`config.mk`:
```
export PLATFORM = sky130hd
export DESIGN_NAME = comb_vector_seq
export DESIGN_NICKNAME = d
export VERILOG_FILES = /design/src/rtl/comb_seq_pkg.sv /design/src/rtl/seq_lfsr16.sv /design/src/rtl/comb_vector_seq.sv
export SDC_FILE = /design/constraint.sdc
export NUM_CORES = 1
export LEC_CHECK = 0
export BUFFER_PORTS_ARGS = -buffer_cell sky130_fd_sc_hd__buf_2
export CORE_UTILIZATION = 35
export DETAILED_ROUTE_END_ITERATION = 16
export PLACE_DENSITY = 0.66
export SLEW_MARGIN = 20
export SYNTH_ARGS = -nofsm -noshare
export SYNTH_HDL_FRONTEND = slang
export SYNTH_SLANG_ARGS = --single-unit
```
`constraint.sdc`:
```
create_clock -name clk -period 2.9 [get_ports clk]
set_input_delay 0.87 -clock clk [delete_from_list [all_inputs] [get_ports clk]]
set_output_delay 0.87 -clock clk [all_outputs]
set_load 0.02 [all_outputs]
```
`src/rtl/comb_seq_pkg.sv`:
```
// comb_seq_pkg: shared state encoding, LFSR polynomial and default seed for comb_vector_seq.
package comb_seq_pkg;
    typedef enum logic [2:0] {IDLE, APPLY, SETTLE, CAPTURE, DONE} state_t;
    // x^16+x^14+x^13+x^11+1 as taps on q[15], q[13], q[12], q[10]
    localparam logic [15:0] LFSR_TAPS    = 16'hB400;
    localparam logic [15:0] DEFAULT_SEED = 16'hACE1;
    function automatic logic [15:0] lfsr_next(input logic [15:0] q);
        return {q[14:0], ^(q & LFSR_TAPS)};
    endfunction
endpackage

```
`src/rtl/seq_lfsr16.sv`:
```
// seq_lfsr16: 16-bit Fibonacci LFSR with parallel load and XOR inject (generator or MISR).
module seq_lfsr16 import comb_seq_pkg::*; #(
    parameter logic [15:0] RST_VAL = DEFAULT_SEED
) (
    input  logic        clk,
    input  logic        rst_n,
    input  logic        load,
    input  logic [15:0] load_val,
    input  logic        en,
    input  logic [15:0] inj,
    output logic [15:0] q
);
    always_ff @(posedge clk or negedge rst_n)
        if (!rst_n) q <= RST_VAL;
        else if (load) q <= load_val;
        else if (en) q <= lfsr_next(q) ^ inj;
endmodule

```
`src/rtl/comb_vector_seq.sv`:
```
// comb_vector_seq: LFSR vector sequencer with MISR response compaction for a combinational netlist.
// Optional golden-signature compare enabled by COMB_SEQ_GOLDEN_CMP_EN. N_IN and N_OUT must be <= 16.
module comb_vector_seq import comb_seq_pkg::*; #(
    parameter int N_IN       = 14,
    parameter int N_OUT      = 8,
    parameter int SETTLE_CYC = 2,
    parameter int CNT_W      = 16
) (
    input  logic             clk,
    input  logic             rst_n,
    input  logic             start_i,
    input  logic             abort_i,
    input  logic [CNT_W-1:0] num_pat_i,
    input  logic [15:0]      seed_i,
    output logic [N_IN-1:0]  vec_o,
    input  logic [N_OUT-1:0] resp_i,
    output logic             busy_o,
    output logic             done_o,
    output logic [15:0]      sig_o,
    output logic [CNT_W-1:0] pat_cnt_o
`ifdef COMB_SEQ_GOLDEN_CMP_EN
    ,
    input  logic [15:0]      golden_i,
    output logic             pass_o
`endif
);
    state_t           state;
    logic [3:0]       settle_cnt;
    logic [CNT_W-1:0] num_q, cnt_nxt;
    logic [15:0]      seed_eff, gen_q, gen_nxt;
    logic             go, run, cap, last;
    assign go       = state == IDLE && start_i;
    assign run      = go && num_pat_i != '0;
    assign cap      = state == CAPTURE && !abort_i;
    assign cnt_nxt  = pat_cnt_o + 1'b1;
    // all-ones count also ends the run so the counter never wraps
    assign last     = cnt_nxt == num_q || &cnt_nxt;
    assign seed_eff = seed_i == '0 ? DEFAULT_SEED : seed_i;
    assign gen_nxt  = lfsr_next(gen_q);
    assign busy_o   = state != IDLE;
    assign done_o   = state == DONE;
    seq_lfsr16 #(.RST_VAL(DEFAULT_SEED)) u_gen (
        .clk(clk), .rst_n(rst_n), .load(run), .load_val(seed_eff),
        .en(cap), .inj(16'h0000), .q(gen_q)
    );
    seq_lfsr16 #(.RST_VAL(16'h0000)) u_misr (
        .clk(clk), .rst_n(rst_n), .load(go), .load_val(16'h0000),
        .en(cap), .inj(16'(resp_i)), .q(sig_o)
    );
    always_ff @(posedge clk or negedge rst_n)
        if (!rst_n) begin
            state      <= IDLE;
            settle_cnt <= '0;
            num_q      <= '0;
            pat_cnt_o  <= '0;
            vec_o      <= '0;
        end else if (state != IDLE && abort_i) begin
            state <= IDLE;
        end else begin
            case (state)
                IDLE: if (start_i) begin
                    num_q     <= num_pat_i;
                    pat_cnt_o <= '0;
                    state     <= run ? APPLY : DONE;
                    if (run) vec_o <= seed_eff[N_IN-1:0];
                end
                APPLY: begin
                    settle_cnt <= '0;
                    state      <= SETTLE;
                end
                SETTLE: begin
                    settle_cnt <= settle_cnt + 1'b1;
                    if (settle_cnt == 4'(SETTLE_CYC - 1)) state <= CAPTURE;
                end
                CAPTURE: begin
                    pat_cnt_o <= cnt_nxt;
                    state     <= last ? DONE : APPLY;
                    if (!last) vec_o <= gen_nxt[N_IN-1:0];
                end
                default: state <= IDLE;
            endcase
        end
`ifdef COMB_SEQ_GOLDEN_CMP_EN
    always_ff @(posedge clk or negedge rst_n)
        if (!rst_n) pass_o <= 1'b0;
        else if (state == DONE && !abort_i) pass_o <= sig_o == golden_i;
        else if (go) pass_o <= 1'b0;
`endif
endmodule

```
# After elaboration in Yosys (flattened, before gate mapping)
# Cells that the tools add are included.
# classes
n_reduce_logical	22
bitwise	2
addsub	2
eq_ne	11
n_mux	18
# op_table
operator	count
2-to-1 mux 16 bit	6
2-to-1 mux 14 bit	3
case mux 16 bit (2 select lines)	1
XOR reduction 16 bit	2
case mux 14 bit (2 select lines)	1
adder 16 x 1 -> 16 bit (second input constant)	1
equality test 16 bit	1
logical NOT 16 bit	1
AND reduction 16 bit	1
nonzero test 16 bit	1
XOR 16 x 8 -> 16 bit	1
2-to-1 mux 3 bit	5
case mux 3 bit (4 select lines)	1
case mux 4 bit (2 select lines)	1
nonzero test 2 bit	4
equality test 3 x 2 -> 1 bit (second input constant)	2
inequality test 2 bit (second input constant)	3
AND reduction 3 bit	2
AND reduction 5 bit	1
adder 4 x 1 -> 4 bit (second input constant)	1
equality test 4 x 1 -> 1 bit (second input constant)	1
logical AND 1 bit	4
AND reduction 2 bit	2
equality test 3 x 1 -> 1 bit (second input constant)	1
other kinds (8)	8
# totals
wordCells	62
output_inout_bits	48
ff_bits	85
inputBits	44

# Longest topological paths before layout
# depth
ltp_word	7
ltp_mapped	11
depth_no_buf	9

# Hierarchy
# From an unflattened synthesis, not the netlist that was laid out.
# hier_totals
hier_cells	554
hier_area_um2	5371.4
# modules_own_cells
mod	area_each_um2	n_inst	cells_per_inst	seq_area_each_um2
comb_vector_seq	3539.6	1	378	1326.3
seq_lfsr16 (u_gen)	920.9	1	88	410.4
seq_lfsr16 (u_misr)	910.9	1	88	400.4

# Worst setup path after synthesis
# Ideal clock, no wire load.
# synth_timing
path_type	reg-to-reg
from	reg pat_cnt_o[1]
to	reg vec_o[0]
path_stages_with_launch	12
path_slack_ps	-277
path_buffers	2
period_less_slack_ps	3177
t_arrival_ps	3052
setup_ps	125
t_required_ps	2775
path_cell_list	dfrtp_1 > ha_1 > buf_2 > nand2_1 > nor4_4 > xnor2_1 > or4_1 > a2111oi_2 > a32o_2 > a31oi_4 > buf_6 > mux2_4
# synth_between
elab_chain_cells	5
elab_cells_between_ends	6
cone_classes	add/sub (1); eq/ne (2); reduce/logical (3)
# synth_lines
item	line	text
start, declared	comb_vector_seq.sv:20	output logic [CNT_W-1:0] pat_cnt_o
start signal, assigned	comb_vector_seq.sv:76	pat_cnt_o <= cnt_nxt;
adder 16 x 1 -> 16 bit (*)	comb_vector_seq.sv:35	assign cnt_nxt = pat_cnt_o + 1'b1;
equality test 16 bit or AND reduction 16 bit (tied branches)	comb_vector_seq.sv:37	assign last = cnt_nxt == num_q || &cnt_nxt;
logical OR 1 bit (*)	comb_vector_seq.sv:37	
inequality test 2 bit (no line) (*)	--	
AND reduction 5 bit (no line) (*)	--	
end signal, assigned	comb_vector_seq.sv:65	if (run) vec_o <= seed_eff[N_IN-1:0];
end signal, assigned	comb_vector_seq.sv:78	if (!last) vec_o <= gen_nxt[N_IN-1:0];
end, declared	comb_vector_seq.sv:15	output logic [N_IN-1:0] vec_o,
# Mark *: on every way between the ends. The rest lies on a longest branch, timed or not.
# A chain may end at the register's enable or synchronous reset.

# Worst setup path in the final report
# layout_timing
from	reg pat_cnt_o[4]
to	reg vec_o[5]
# Same word-level chain as after synthesis.

==> impl_metrics.csv <==
group,metric,value,unit
critical_path,cp-start-kind,"flip-flop",
detailed_routing,avgRoutedWirePerCell,16.7,um
global_routing,grt_max_degree,48,
global_routing,grt_pass1_vias,4168,
clock_network,clk_pin_slew,0.07,ns
sta,skew,0.00990,ns
critical_path,cp_cell_sequence,"nand4_4, buf_4, nor4_2, buf_4, o2111ai_1, nor4_2, a32o_2, a31oi_4, clkbuf_16, mux2_4",
clock_network,clk_path_buf_depth,2,
placement,hpwl,9210,um
final_layout,syn_to_final_growth,27.5,%
global_routing,antenna_found_initial,0,
critical_path,cp_data_arrival_time,3.10,ns
sta,setup_viol,0,
synth,synth_edf_count,0,
critical_path,cp_num_buf_inv,3,
final_layout,diodes,0,
sta,fin_ws,0.0372,ns
synth,async_flop_share,1.00,
placement,dp_cells,757,
final_layout,multi_input_area,2480,sq um
global_routing,grt.overflow.total,0,
sta,fmax,349,MHz
synth,syn_area_per_cell,9.83,sq um
sta,fin_tns_setup,0,ns
floorplan,die-area,14100,sq um
outcome,outcome,"finished clean",
floorplan,die_x,119,um
final_layout,finalNonFillerCells,782,
critical_path,path_delay_family,"simple AND/OR/NAND/NOR gates",
placement,gp_congestion,0.981,
floorplan,core-area,13200,sq um
detailed_routing,drc_errors,0,
sta,post-route-period-util,0.987,
sta,tightest_slew,0.793,ns
synth,synth_cells,484,
sta,finalMaxSlewViolations,0,
detailed_routing,via_per_inst,5.47,
clock_network,numCtsBuffers,9,
final_layout,nNetsFinal,649,
critical_path,endpoint_kind,"flip-flop",
final_layout,final_cell_mix,"buf_2, dfrtp_1, nand2_1, buf_4, o21ai_0",
final_layout,final_common_cell,"buf_2",
final_layout,fillCellCount,1268,
floorplan,io_pins,92,
synth,syn-num-nets,532,
floorplan,chipHeight,119,um
final_layout,drive_above_1_share,0.384,
synth,yosysWarnings,0,
clock_network,clk_latency,0.35,ns
floorplan,initial_core_util,0.359,
job,maxCapViolations,0,
detailed_routing,drt_wl_total,13100,um
synth,synth_cell_types,56,
placement,post-place-ws,-0.133,ns
sta,finalHoldViolCount,0,
detailed_routing,ant_nets,0,
critical_path,cpMaxStageDelayCell,"dfrtp_2",
sta,finalCriticalPeriod,2.86,ns
detailed_routing,drtPass1Iterations,4,
critical_path,crit_fanout,7,
final_layout,utilization,0.458,
synth,synth-seq-cells,85,
clock_network,cts_tree,"yes",
clock_network,cts-root-buf,"clkbuf_16",
detailed_routing,vias,4274,
floorplan,rows,42,
clock_network,h-tree-depth,3,
synth,synth_area,4760,sq um
synth,seq_area_frac_synth,0.449,
power,p_leak,2.70,nW
power,vdd_ir_drop_max,0.500,mV
placement,port_buffers,91,
critical_path,slowest_delay,0.45,ns
power,power_density,823,nW/um^2
final_layout,area.sequential,2150,sq um
global_routing,grt_pass1_wl,20600,um
global_routing,track_usage,0.187,
detailed_routing,drt-initial-drc-count,373,
critical_path,crit_required,3.14,ns
sta,maxSlewHeadroom,0.471,
min_path,hp-class,"flip-flop to flip-flop",
critical_path,crit_type,"flip-flop to flip-flop",
clock_network,cts.sinks,85,
synth,synth-main-ff-cell,"dfrtp_1",
sta,rsz0062_at_grt,"yes",
worst reg2reg max path, cell delays in order, from the launching register on:
cell and delay, ns:
dfrtp_2 0.45, nand4_4 0.19, buf_4 0.21, nor4_2 0.36, buf_4 0.19, o2111ai_1 0.15
nor4_2 0.34, a32o_2 0.23, a31oi_4 0.13, clkbuf_16 0.20, mux2_4 0.29
through the flow:
step	total power [W]	cell area, sq um	hold slack [ns]
2_1_floorplan	0.00319	4800	0.473
3_3_place_gp	0.00365	5610	0.489
3_5_place_dp	0.00371	5610	0.493
4_1_cts	0.00498	5940	0.510
5_1_grt	0.00528	6060	0.528
6_report	0.00499	6060	0.506
power breakdown:
part	internal (W)	leakage (nW)	switching (W)	total, W
logic	0.000903	1.51	0.000948	0.00185
clock network	0.000699	0.147	0.000507	0.00121
registers	0.00161	1.05	0.000328	0.00193
sequential cells by signal, indices dropped and copies added (netlist names):
name	flops
settle_cnt	4
vec_o	14
pat_cnt_o	16
u_misr.q	16
num_q	16
u_gen.q	16
state	3
synthesized netlist by cell type (2+ instances only):
cell type  number  area (sq um)
nor3_1         12          60.1
buf_2           3          15.0
buf_4           7          52.6
a21oi_1        16          80.1
mux2_4         10           150
o211ai_1        2          15.0
dfrtp_1        77          1930
and3_1          4          25.0
or3_1           3          18.8
or4_1           3          22.5
xor2_1          9          78.8
xnor2_1        31           272
and2_1          4          25.0
nand2_1        53           199
nor3b_1         2          15.0
buf_6           2          22.5
ha_1            4          50.1
nand3_1        10          50.1
clkbuf_1       18          67.6
o311ai_0        2          17.5
buf_1           4          15.0
o21ai_0        40           200
a31oi_1        18           113
dfstp_2         8           210
mux2_2         29           327
a22o_1          9          78.8
a221o_1         4          40.0
o31ai_1         7          52.6
inv_1           8          30.0
nand4_1         5          31.3
o2111ai_1       2          17.5
nor2_1         41           154
nor4_1         13          81.3
o22ai_1         2          12.5
what timing repair did:
item | 4_1_cts | 5_1_grt
buffers inserted | 1 | 7
gates cloned | 0 | 1
hold buffers | 0 | 0
resized for setup | 1 | 10
setup endpoints to repair | 14 | 14
pin swaps | 1 | 4
routing by layer:
metal,track usage,up-vias,share of wire
li1,-,1981,-
met1,0.227,2097,0.42
met2,0.308,175,0.50
met3,0.0565,21,0.066
met4,0.0728,0,0.019
met5,0,-,0
kinds of logic after synthesis:
logic type,synth area share
fa+ha+maj,0.0105
xor+xnor,0.0736
simple gates,0.168
flops,0.449
mux,0.102
buf+inv,0.0426
compound gates,0.154
worst paths after layout:
| kind | start | end | slack [ns] | cells past startpoint |
|---|---|---|---|---|
| setup / recovery | pat_cnt_o[4] | vec_o[5] | 0.04 | 10 |
| hold / removal | u_gen.q[5] | u_gen.q[5] | 0.51 | 2 |
| hold reg to reg | u_gen.q[5] | u_gen.q[5] | 0.51 | 2 |
| min in group asynchronous | rst_n | num_q[3] | 0.54 | 1 |
| max in group asynchronous | rst_n | u_gen.q[7] | 1.66 | 2 |
| setup reg to reg | pat_cnt_o[4] | vec_o[5] | 0.04 | 10 |
cell type report:
class / instances / area share
multi-input cells: 357 / 0.409
well taps: 176 / 0.0363
inverters: 8 / 0.00495
flip-flops and latches: 85 / 0.355
clock buffers: 10 / 0.0394
repair buffers: 140 / 0.144
clock inverters: 6 / 0.0116
Note: power is estimated with default switching activity, not from simulation.
